**src/rtl/spi_bitrev_slave_pkg.sv**
```systemverilog
// Shared types and helpers for the bit-reversing SPI loopback slave.
//   spi_state_e    : frame sequencer states (idle, receive, transmit)
//   sample_on_rise : for a given CPOL/CPHA, 1 when the slave samples MOSI on
//                    the rising edge of SCK and 0 when it samples on falling
package spi_pkg;

  typedef enum logic [1:0] {
    IDLE = 2'd0,
    RX   = 2'd1,
    TX   = 2'd2
  } spi_state_e;

  // Leading edge samples when CPHA=0; the leading edge is rising when CPOL=0.
  // The two cancel out, so sampling is on rising SCK whenever CPOL equals CPHA.
  function automatic logic sample_on_rise(input logic cpol, input logic cpha);
    return (cpol == cpha);
  endfunction

endpackage

```
**src/rtl/spi_bitrev_slave_if.sv**
```systemverilog
// SPI pin bundle for the bit-reversing loopback slave.
//   sck  : SPI clock, driven by the master
//   ss   : slave select, active low, driven by the master
//   mosi : master-to-slave data
//   miso : slave-to-master data
// The slave modport faces the device, the master modport faces the bus master.
interface spi_bitrev_slave_if;

  logic sck;
  logic ss;
  logic mosi;
  logic miso;

  modport slave  (input  sck, ss, mosi, output miso);
  modport master (output sck, ss, mosi, input  miso);

endinterface

```
**src/rtl/spi_bitrev_slave_sync.sv**
```systemverilog
// Multi-flop synchroniser with edge detection for one asynchronous pin.
//   clock   : system clock
//   resetn  : asynchronous active-low reset
//   din     : asynchronous pin
//   level   : synchronised level, STAGES clocks behind the pin
//   rise    : 1-cycle pulse when level goes 0 -> 1
//   fall    : 1-cycle pulse when level goes 1 -> 0
// Every flop, including the edge-detect history, resets to RST_VAL so that
// leaving reset with the pin already at its idle level produces no edge.
module spi_sync_edge #(
  parameter int   STAGES  = 2,
  parameter logic RST_VAL = 1'b0
) (
  input  logic clock,
  input  logic resetn,
  input  logic din,
  output logic level,
  output logic rise,
  output logic fall
);

  logic [STAGES-1:0] sync_q;
  logic              prev_q;

  always_ff @(posedge clock or negedge resetn) begin
    if (!resetn) begin
      sync_q <= {STAGES{RST_VAL}};
      prev_q <= RST_VAL;
    end else begin
      sync_q <= {sync_q[STAGES-2:0], din};
      prev_q <= sync_q[STAGES-1];
    end
  end

  assign level = sync_q[STAGES-1];
  assign rise  = level & ~prev_q;
  assign fall  = ~level & prev_q;

endmodule

```
**src/rtl/spi_bitrev_slave.sv**
```systemverilog
// SPI slave loopback: receives a DATA_W-bit word MSB-first, then returns it
// bit-reversed (LSB of the received word first) during the next DATA_W SCK
// cycles of the same select window. Runs on the oversampling system clock and
// supports all four SPI modes via CPOL/CPHA.
//   clock       : system clock, at least 8x the SCK frequency
//   resetn      : asynchronous active-low reset
//   spi         : SPI pins (sck, ss, mosi in; miso out)
//   rx_data     : last fully received word, first-received bit in MSB
//   rx_valid    : 1-cycle pulse when the receive phase completes
//   frame_done  : 1-cycle pulse when the transmit phase completes
//   frame_abort : 1-cycle pulse when select rises mid-frame
//   frame_cnt   : completed-frame count, wraps modulo 2^CNT_W
module spi_bitrev_slave
  import spi_pkg::*;
#(
  parameter int   DATA_W      = 8,
  parameter logic CPOL        = 1'b0,
  parameter logic CPHA        = 1'b0,
  parameter int   SYNC_STAGES = 2,
  parameter int   CNT_W       = 16
) (
  input  logic                   clock,
  input  logic                   resetn,
  spi_bitrev_slave_if.slave      spi,
  output logic [DATA_W-1:0]      rx_data,
  output logic                   rx_valid,
  output logic                   frame_done,
  output logic                   frame_abort,
  output logic [CNT_W-1:0]       frame_cnt
);

  localparam int   IW          = $clog2(DATA_W);
  localparam int   BW          = IW + 1;
  localparam logic SAMPLE_RISE = sample_on_rise(CPOL, CPHA);

  logic sck_rise, sck_fall, unused_sck_lvl;
  logic ss_lvl, ss_rise, ss_fall;
  logic mosi_lvl, unused_mosi_rise, unused_mosi_fall;

  spi_sync_edge #(.STAGES(SYNC_STAGES), .RST_VAL(CPOL)) u_sck_sync (
    .clock (clock),
    .resetn(resetn),
    .din   (spi.sck),
    .level (unused_sck_lvl),
    .rise  (sck_rise),
    .fall  (sck_fall)
  );

  spi_sync_edge #(.STAGES(SYNC_STAGES), .RST_VAL(1'b1)) u_ss_sync (
    .clock (clock),
    .resetn(resetn),
    .din   (spi.ss),
    .level (ss_lvl),
    .rise  (ss_rise),
    .fall  (ss_fall)
  );

  spi_sync_edge #(.STAGES(SYNC_STAGES), .RST_VAL(1'b0)) u_mosi_sync (
    .clock (clock),
    .resetn(resetn),
    .din   (spi.mosi),
    .level (mosi_lvl),
    .rise  (unused_mosi_rise),
    .fall  (unused_mosi_fall)
  );

  logic sample_edge, shift_edge;
  assign sample_edge = SAMPLE_RISE ? sck_rise : sck_fall;
  assign shift_edge  = SAMPLE_RISE ? sck_fall : sck_rise;

  spi_state_e        state_q, state_d;
  logic [BW-1:0]     bit_cnt_q, bit_cnt_d;
  logic [DATA_W-1:0] rx_shift_q, rx_shift_d;
  logic [DATA_W-1:0] rx_data_q, rx_data_d;
  logic [CNT_W-1:0]  cnt_q, cnt_d;
  logic              miso_q, miso_d;
  logic              rx_valid_q, rx_valid_d;
  logic              done_q, done_d;
  logic              abort_q, abort_d;

  // During RX the bit counter points at the next bit to write counting down
  // from the MSB; during TX it points at the next bit to send counting up
  // from the LSB, which is what reverses the word on the wire.
  logic [IW-1:0] wr_idx, rd_idx;
  assign wr_idx = IW'(DATA_W - 1) - bit_cnt_q[IW-1:0];
  assign rd_idx = bit_cnt_q[IW-1:0];

  // All state and datapath registers, including the registered miso driver.
  always_ff @(posedge clock or negedge resetn) begin
    if (!resetn) begin
      state_q    <= IDLE;
      bit_cnt_q  <= '0;
      rx_shift_q <= '0;
      rx_data_q  <= '0;
      cnt_q      <= '0;
      miso_q     <= 1'b1;
      rx_valid_q <= 1'b0;
      done_q     <= 1'b0;
      abort_q    <= 1'b0;
    end else begin
      state_q    <= state_d;
      bit_cnt_q  <= bit_cnt_d;
      rx_shift_q <= rx_shift_d;
      rx_data_q  <= rx_data_d;
      cnt_q      <= cnt_d;
      miso_q     <= miso_d;
      rx_valid_q <= rx_valid_d;
      done_q     <= done_d;
      abort_q    <= abort_d;
    end
  end

  // Next-state logic. A rising select is checked first so that it overrides
  // any SCK edge arriving in the same cycle; while select is high the slave
  // is parked in IDLE with miso released high. The TX completion test comes
  // before the shift test because the final sample edge arrives with the
  // counter already at DATA_W.
  always_comb begin
    state_d    = state_q;
    bit_cnt_d  = bit_cnt_q;
    rx_shift_d = rx_shift_q;
    rx_data_d  = rx_data_q;
    cnt_d      = cnt_q;
    miso_d     = miso_q;
    rx_valid_d = 1'b0;
    done_d     = 1'b0;
    abort_d    = 1'b0;

    if (ss_rise) begin
      abort_d = (state_q != IDLE);
      state_d = IDLE;
      miso_d  = 1'b1;
    end else if (ss_lvl) begin
      state_d = IDLE;
      miso_d  = 1'b1;
    end else begin
      if (ss_fall) begin
        bit_cnt_d = '0;
      end
      unique case (state_q)
        IDLE: begin
          if (sample_edge) begin
            rx_shift_d[DATA_W-1] = mosi_lvl;
            bit_cnt_d            = BW'(1);
            state_d              = RX;
            miso_d               = 1'b0;
          end
        end
        RX: begin
          miso_d = 1'b0;
          if (sample_edge) begin
            rx_shift_d[wr_idx] = mosi_lvl;
            if (bit_cnt_q == BW'(DATA_W - 1)) begin
              rx_data_d  = rx_shift_d;
              rx_valid_d = 1'b1;
              bit_cnt_d  = '0;
              state_d    = TX;
            end else begin
              bit_cnt_d = bit_cnt_q + BW'(1);
            end
          end
        end
        TX: begin
          if (sample_edge && (bit_cnt_q == BW'(DATA_W))) begin
            done_d  = 1'b1;
            cnt_d   = cnt_q + CNT_W'(1);
            state_d = IDLE;
          end else if (shift_edge && (bit_cnt_q < BW'(DATA_W))) begin
            miso_d    = rx_shift_q[rd_idx];
            bit_cnt_d = bit_cnt_q + BW'(1);
          end
        end
        default: begin
          state_d = IDLE;
        end
      endcase
    end
  end

  assign spi.miso    = miso_q;
  assign rx_data     = rx_data_q;
  assign rx_valid    = rx_valid_q;
  assign frame_done  = done_q;
  assign frame_abort = abort_q;
  assign frame_cnt   = cnt_q;

endmodule

```
**src/flat_wrapper.sv**
```systemverilog
// flat-port wrapper written by rule: the top's interface ports become plain ports
module spi_bitrev_slave_flat import spi_pkg::*;
#(
  parameter int   DATA_W      = 8,
  parameter logic CPOL        = 1'b0,
  parameter logic CPHA        = 1'b0,
  parameter int   SYNC_STAGES = 2,
  parameter int   CNT_W       = 16
)
  (clock, resetn, rx_data, rx_valid, frame_done, frame_abort, frame_cnt, spi_sck, spi_ss, spi_mosi, spi_miso);
  spi_bitrev_slave_if spi_i ();
  input  logic clock;
  input  logic resetn;
  output logic [DATA_W-1:0] rx_data;
  output logic rx_valid;
  output logic frame_done;
  output logic frame_abort;
  output logic [CNT_W-1:0] frame_cnt;
  input wire logic [$bits(spi_i.sck)-1:0] spi_sck;
  input wire logic [$bits(spi_i.ss)-1:0] spi_ss;
  input wire logic [$bits(spi_i.mosi)-1:0] spi_mosi;
  output wire logic [$bits(spi_i.miso)-1:0] spi_miso;
  assign spi_i.sck = spi_sck;
  assign spi_i.ss = spi_ss;
  assign spi_i.mosi = spi_mosi;
  assign spi_miso = spi_i.miso;
  spi_bitrev_slave #(.DATA_W(DATA_W), .CPOL(CPOL), .CPHA(CPHA), .SYNC_STAGES(SYNC_STAGES), .CNT_W(CNT_W)) u_core (.clock(clock), .resetn(resetn), .spi(spi_i), .rx_data(rx_data), .rx_valid(rx_valid), .frame_done(frame_done), .frame_abort(frame_abort), .frame_cnt(frame_cnt));
endmodule
```
**config.mk**
```make
export PLATFORM = sky130hd
export DESIGN_NAME = spi_bitrev_slave_flat
export DESIGN_NICKNAME = d
export VERILOG_FILES = /design/src/rtl/spi_bitrev_slave_pkg.sv /design/src/rtl/spi_bitrev_slave_if.sv /design/src/rtl/spi_bitrev_slave_sync.sv /design/src/rtl/spi_bitrev_slave.sv /design/src/flat_wrapper.sv
export SDC_FILE = /design/constraint.sdc
export NUM_CORES = 1
export LEC_CHECK = 0
export BUFFER_PORTS_ARGS = -buffer_cell sky130_fd_sc_hd__buf_2
export CAP_MARGIN = 25
export CORE_MARGIN = 1
export CORE_UTILIZATION = 57
export DETAILED_ROUTE_END_ITERATION = 16
export HOLD_SLACK_MARGIN = 0.1
export PLACE_DENSITY_LB_ADDON = 0.1
export SYNTH_ARGS = -nofsm -noshare
export SYNTH_HDL_FRONTEND = slang
export SYNTH_HIERARCHICAL = 1
export SYNTH_SLANG_ARGS = --single-unit
```
**constraint.sdc**
```tcl
create_clock -name clock -period 2.4 [get_ports clock]
set_input_delay 0.24 -clock clock [delete_from_list [all_inputs] [get_ports clock]]
set_output_delay 0.24 -clock clock [all_outputs]
set_load 0.05 [all_outputs]
```
==> results of run 1 <==
## metal layers
layer  global-route usage [%]  part of all wire [%]  vias up
met2                     31.5                    46       49
met3                     3.77                   4.6        5
met4                     8.51                   1.1        0
met1                     30.7                    48      812
li1                         -                     -      838
met5                        0                     0        -
## power by group
part / internal, mW / leakage [nW] / switching, mW / total, mW
clock: 0.264 / 0.0544 / 0.269 / 0.533
sequential: 0.866 / 0.668 / 0.0270 / 0.893
combinational: 0.0476 / 0.667 / 0.0734 / 0.121
total: 1.18 / 1.39 / 0.369 / 1.55
## sequential cells by signal, summed over array words and instances, names as in the netlist
| name | cells |
|---|---|
| u_core/frame_done | 1 |
| u_core/rx_valid | 1 |
| u_core/u_sck_sync/sync_q | 2 |
| u_core/u_mosi_sync/sync_q | 2 |
| u_core/rx_shift_q | 8 |
| u_core/state_q | 2 |
| u_core/u_sck_sync/prev_q | 1 |
| u_core/frame_abort | 1 |
| u_core/spi.miso | 1 |
| u_core/bit_cnt_q | 4 |
| u_core/u_ss_sync/sync_q | 2 |
| u_core/frame_cnt | 16 |
| u_core/rx_data | 8 |
| u_core/u_ss_sync/prev_q | 1 |
## per-stage QoR
stage	instance area (um2)	std cells	utilization (%)	hold WS, ps	total power [mW]
global route	2760	312	68.5	368	1.63
detailed placement	2620	300	64.9	345	1.03
CTS	2760	312	68.5	362	1.57
global placement	2620	300	64.9	332	1.03
floorplan	2410	224	-	-55.6	0.979
finish	2760	312	68.5	360	1.55
## area by class of cell
cell class,count,share of cell area (%)
Clock buffer,7,3.49
Clock inverter,1,0.317
Timing Repair Buffer,40,8.34
Inverter,6,0.816
Sequential cell,50,45.5
Multi-Input combinational cell,158,39.3
Tap cell,50,2.27
## worst min path at each step
stage | to | slack (ps) | startpoint | cells after the start
6_report | u_core/u_ss_sync/sync_q[1]$_DFF_PN1_ | 360 | u_core/u_ss_sync/sync_q[0]$_DFF_PN1_ | 0
5_1_grt | u_core/u_ss_sync/sync_q[1]$_DFF_PN1_ | 370 | u_core/u_ss_sync/sync_q[0]$_DFF_PN1_ | 0
4_1_cts | u_core/u_ss_sync/sync_q[1]$_DFF_PN1_ | 360 | u_core/u_ss_sync/sync_q[0]$_DFF_PN1_ | 0
3_5_place_dp | u_core/u_mosi_sync/sync_q[1]$_DFF_PN0_ | 350 | u_core/u_mosi_sync/sync_q[0]$_DFF_PN0_ | 0
3_3_place_gp | u_core/u_sck_sync/sync_q[1]$_DFF_PN0_ | 330 | u_core/u_sck_sync/sync_q[0]$_DFF_PN0_ | 0
2_1_floorplan | u_core/bit_cnt_q[0]$_DFFE_PN0N_ | -60 | resetn | 0
## cell usage in the layout (no fill, tap or decap), drive strengths merged, types with 5 or more instances in the layout
master / count
xnor2: 9
mux2i: 6
nand2: 27
nor2b: 6
a21oi: 10
mux2: 12
nand3: 9
nand3b: 5
clkbuf: 7
xor2: 6
o21ai: 12
nor2: 19
buf: 36
dfrtp: 46
ha: 7
inv: 6
## critical path, cell delays in order (launching register included)
cell	delay (ps)
dfrtp_1	590
nor4b_4	440
nand3_1	250
nor3_1	420
nand2_1	130
xnor2_1	140
## what timing repair did
item	4_1_cts	5_1_grt
setup buffers	0	0
hold buffers	4	0
hold endpoints to repair	49	0
==> summary.md, run 1 <==
| Metric | Value |
|---|---|
| CTS max path bufs | 2 |
| Detail Route Antenna Nets | 0 |
| Leakage | 1.39 nW |
| Initial antenna violation count | 0 |
| Final Setup Violations | 0 |
| Crit path arrival time | 2270 ps |
| Multi-input logic area | 1080 um2 |
| Hold violation count in the final report | 0 |
| Routed vias/inst | 5.46 |
| Yosys warns | 6 |
| Sum Neg Setup Slack | 0 ps |
| Relative slew slack | 60.2% |
| # nets final | 273 |
| Peak VDD IR | 431 uV |
| R2R Setup Slk | 310 ps |
| Core Box Area | 4030 um2 |
| # diodes | 0 |
| GRT Util Overall | a little over a fifth |
| Initial DRC Count | ~130 |
| Die W | between 60 and 70 um |
| HP Class | flop to flop |
| Area grow syn2layout | 14.5% |
| CTS tree | yes |
| Post-Syn Nets | 236 |
| Mean Syn Cell Area | 10.8 um2 |
| CP Capture Point | u_core/frame_cnt[10]$_DFFE_PN0P_ |
| CP Launch Type | flop |
| Root buffer cell | clkbuf_8 |
| Gr ovfl total | 0 |
| Fin. max-slew vios | 0 |
| Die span in y | between 60 and 70 um |
| Die footprint | 4500 um2 |
| CTS resizes | 0 |
| Crit path kind | flop to flop |
| Dpl ws | 324 ps |
| Fill count | 319 |
| CP max FO | 18 |
| DRC Markers | 0 |
| CTS H-tree depth | 2 |
| CTS buffer count | 5 |
| # rows | 23 |
| Mapped Area | 2410 um2 |
| Gate Count Post-Synth | roughly 220 |
| Via count | approximately 1700 |
| Vias in the first global route | 1507 |
| Top-Level Pins | 33 |
| Share of layout cells above drive strength 1 | 26.7% |
| Pin count of the biggest net entering global routing | slightly above 50 |
| First-pass GRT wire length | 7.04 mm |
| Clk slew on worst S/H paths | 90 ps |
| RSZ-0062 raised after global routing | no |
| FF+latch area | 1260 um2 |
| Clock tree sinks | 50 |
| Status | complete, no violations |
| Starting Density | 59.9% |
| Period minus WS final | 2090 ps |
| CP Capture Type | flop |
| FMAX | ~480 MHz |
| Total wire length | ~4.3 mm |
| Count of buffers from port buffering | 32 |
| FF-to-FF path depth | 5 |
| Routability cong. | 0.832 |
| Final period util | roughly 87% |
| Req. time, crit path | 2580 ps |
| PnR worst setup slack | 314 ps |
| Critical R2R Launch | u_core/bit_cnt_q[2]$_DFFE_PN0N_ |
| Worst skew pair latency | about 300 ps |
| Crit Reg-Reg Endpoint | u_core/frame_cnt[10]$_DFFE_PN0P_ |
| Initial DRT Pass Iterations | 7 |
| Clk_skew | ~6.3 ps |
| WL/cell | between 10 and 15 um |
| Worst-margin pin slew | 597 ps |
| CP startpoint | u_core/bit_cnt_q[2]$_DFFE_PN0N_ |
| Pwr/cell area | around 560 nW/um2 |
| Max-Cap Viols | 0 |
| DP HPWL | 3.02 mm |
(Power assumes the default switching activity.)
==> run 2, diff against run 1 <==
GPL_TIMING_DRIVEN = 1   (was unset)
PLACE_DENSITY = 0.79   (was unset)
PLACE_DENSITY_LB_ADDON = unset   (was 0.1)
==> run 2 against run 1 <==
- register-to-register slack improved by 80 ps
- non-clock buffer count unchanged
- first-iteration DRC count decreased by 0.78%
- highest routed layer unchanged
- worst hold slack got worse by 4.9 ps
- largest cell class unchanged
- wire length increased by 4.0%
- utilization unchanged
- largest power group unchanged
- worst setup slack improved by 85 ps
- clock-buffer cell count unchanged
- sequential share of layout area unchanged
- critical path type unchanged
- global-route usage increased by 0.87 points
- combinational power decreased by 9.9%
==> summary.md, run 2 (same netlist as run 1, synthesis figures left out) <==
| Metric | Value |
|---|---|
| Share of layout cells above drive strength 1 | 26.7% (unchanged) |
| Clk_skew | 7.15 ps (+0.800 ps) |
| Period minus WS final | 2000 ps (-84.9 ps) |
| Via count | 1699 (-0.29%) |
| Sum Neg Setup Slack | 0 ps (unchanged) |
| FF-to-FF path depth | 5 (unchanged) |
| Status | complete, no violations |
| Clock tree sinks | 50 (unchanged) |
| WL/cell | 14.2 um (+4.0%) |
| CTS tree | yes |
| CTS max path bufs | 2 (unchanged) |
| WL met1 | 2.07 mm (+0.88%) |
| Final Util | 68.5% (unchanged) |
| CP Capture Type | flop |
| Cell Count, Final, Fillers Out | 312 (unchanged) |
| Combinational cell fraction of total power | 7.0% (-0.8 points) |
| Core Box Area | 4030 um2 (unchanged) |
| CTS buffer count | 5 (unchanged) |
| Clk slew on worst S/H paths | 90 ps (about the same) |
| Hold violation count in the final report | 0 (unchanged) |
| Detail Route Antenna Nets | 0 (unchanged) |
| Switching power | 0.375 mW (+1.5%) |
| CP max FO | 18 (unchanged) |
| Slowest cell on crit path | or4b_4 |
| Root buffer cell | clkbuf_8 |
| # diodes | 0 (unchanged) |
| GRT Util Overall | 22.2% (+0.87 points) |
| Fin. max-slew vios | 0 (unchanged) |
| CTS resizes | 0 (unchanged) |
| Routed vias/inst | 5.45 (-0.29%) |
| Initial DRC Count | 128 (-0.78%) |
| Final Setup Violations | 0 (unchanged) |
| Routability cong. | 0.855 (+2.8%) |
| Vias in the first global route | 1510 (+0.20%) |
| Die span in y | 67.1 um (unchanged) |
| DRC Markers | 0 (unchanged) |
| Worst Hold Depth | 0 (unchanged) |
| Gr ovfl total | 0 (unchanged) |
| Top-Level Pins | 33 (unchanged) |
| Final period util | 83.4% (-3.5 points) |
| DR top layer | met4 |
| Leakage | 1.39 nW (about the same) |
| Starting Density | 59.9% (unchanged) |
| PnR worst setup slack | 399 ps (+84.9 ps) |
| Max-Cap Viols | 0 (unchanged) |
| # nets final | 273 (unchanged) |
| DP HPWL | 3.13 mm (+3.6%) |
| Internal power | 1.17 mW (-0.37%) |
| Commonest cells after routing, fill and taps aside | dfrtp_1 (46), buf_2 (32), nand2_1 (27), nor2_1 (18), mux2_2 (12) |
| Placed cell count | 300 (unchanged) |
| First-pass GRT wire length | 7.14 mm (+1.4%) |
| Pwr/cell area | 561 nW/um2 (about the same) |
| Max reg flops | 16 (unchanged) |
| Switching share of power | 24.2% (+0.35 points) |
| Largest stage delay on the critical path | 620 ps (+30 ps) |
| Worst-margin pin slew | 540 ps (-56.2 ps) |
| Crit path kind | flop to flop |
| Met2 WL | 2.05 mm (+4.4%) |
| HP Class | flop to flop |
| Req. time, crit path | 2600 ps (+20 ps) |
| CP Launch Type | flop |
| Worst skew pair latency | 310 ps (about the same) |
| Die footprint | 4500 um2 (unchanged) |
| Reg power frac | 58.2% (+0.5 points) |
| # rows | 23 (unchanged) |
| Die W | 67.1 um (unchanged) |
| Initial antenna violation count | 0 (unchanged) |
| Total wire length | 4.43 mm (+4.0%) |
| Pin count of the biggest net entering global routing | 19 (-63%) |
| Post CTS Setup Buffer Count | 0 (unchanged) |
| Peak VDD IR | 347 uV (-20%) |
| Area grow syn2layout | 14.5% (unchanged) |
| Clk network pwr share | 34.8% (+0.3 points) |
| CTS H-tree depth | 2 (unchanged) |
| RSZ-0062 raised after global routing | no |
| WL met3 | 206 um (+6.2%) |
| Commonest non-fill, non-tap cell in the layout | dfrtp_1 |
| Count of buffers from port buffering | 32 (unchanged) |
| Dpl ws | 437 ps (+113 ps) |
| Critical-path cell list | or4b_4, a221oi_2, nand2_1, a32oi_1, nor2_1 |
| Relative slew slack | 64.0% (+3.7 points) |
| Worst Hold Slack | 355 ps (-4.92 ps) |
| Initial DRT Pass Iterations | 4 (-3) |
| Crit path arrival time | 2200 ps (-70 ps) |
| FMAX | 500 MHz (+4.2%) |
[run 2: final timing paths]
| kind | from | to | slack, ps |
|---|---|---|---|
| max in group asynchronous | resetn | u_core/u_ss_sync/prev_q$_DFF_PN1_ | 1370 |
| min | u_core/u_mosi_sync/sync_q[0]$_DFF_PN0_ | u_core/u_mosi_sync/sync_q[1]$_DFF_PN0_ | 360 |
| min reg2reg | u_core/u_mosi_sync/sync_q[0]$_DFF_PN0_ | u_core/u_mosi_sync/sync_q[1]$_DFF_PN0_ | 360 |
| max | u_core/bit_cnt_q[2]$_DFFE_PN0N_ | u_core/state_q[0]$_DFFE_PN0P_ | 400 |
| min in group asynchronous | resetn | u_core/frame_abort$_DFF_PN0_ | 380 |
| max reg2reg | u_core/bit_cnt_q[2]$_DFFE_PN0N_ | u_core/state_q[0]$_DFFE_PN0P_ | 400 |
[run 2: timing repair]
item | CTS | global route
endpoints found under the hold margin | 16 | 0
endpoints found under the setup margin | 0 | 0
hold buffers | 4 | 0
[run 2: layout make-up]
class,count,area [um2]
Fill cell,313,1270
Sequential cell,50,1260
Multi-Input combinational cell,158,1080
Timing Repair Buffer,40,230
Clock buffer,7,96.3
Tap cell,50,62.6
Inverter,6,22.5
Clock inverter,1,8.76
[run 2: power groups by stage]
stage	Combinational (mW)	Clock [mW]	Sequential, mW
finish	0.109	0.539	0.901
global placement	0.102	0	0.916
floorplan	0.0746	0	0.905
detailed placement	0.104	0	0.917
CTS	0.110	0.553	0.901
global route	0.123	0.577	0.905
[run 2: layer usage]
layer / global-route usage, % / vias to the layer above
met4: 9.31 / 0
met1: 30.9 / 807
li1: - / 839
met3: 5.48 / 10
met2: 32.6 / 43
met5: 0 / -
[run 2: per-stage QoR]
stage / power [mW] / cell area, um2
after floorplan: 0.979 / 2410
final: 1.55 / 2760
after global placement: 1.02 / 2620
after detailed placement: 1.02 / 2620
after global routing: 1.60 / 2760
after CTS: 1.56 / 2760
[run 2: worst max-delay path: cells and delay by family (launching register included)]
kind,cells,cell delay [ps]
AO/OA/AOI/OAI,2,500
flip-flops,1,580
AND/OR/NAND/NOR,3,820
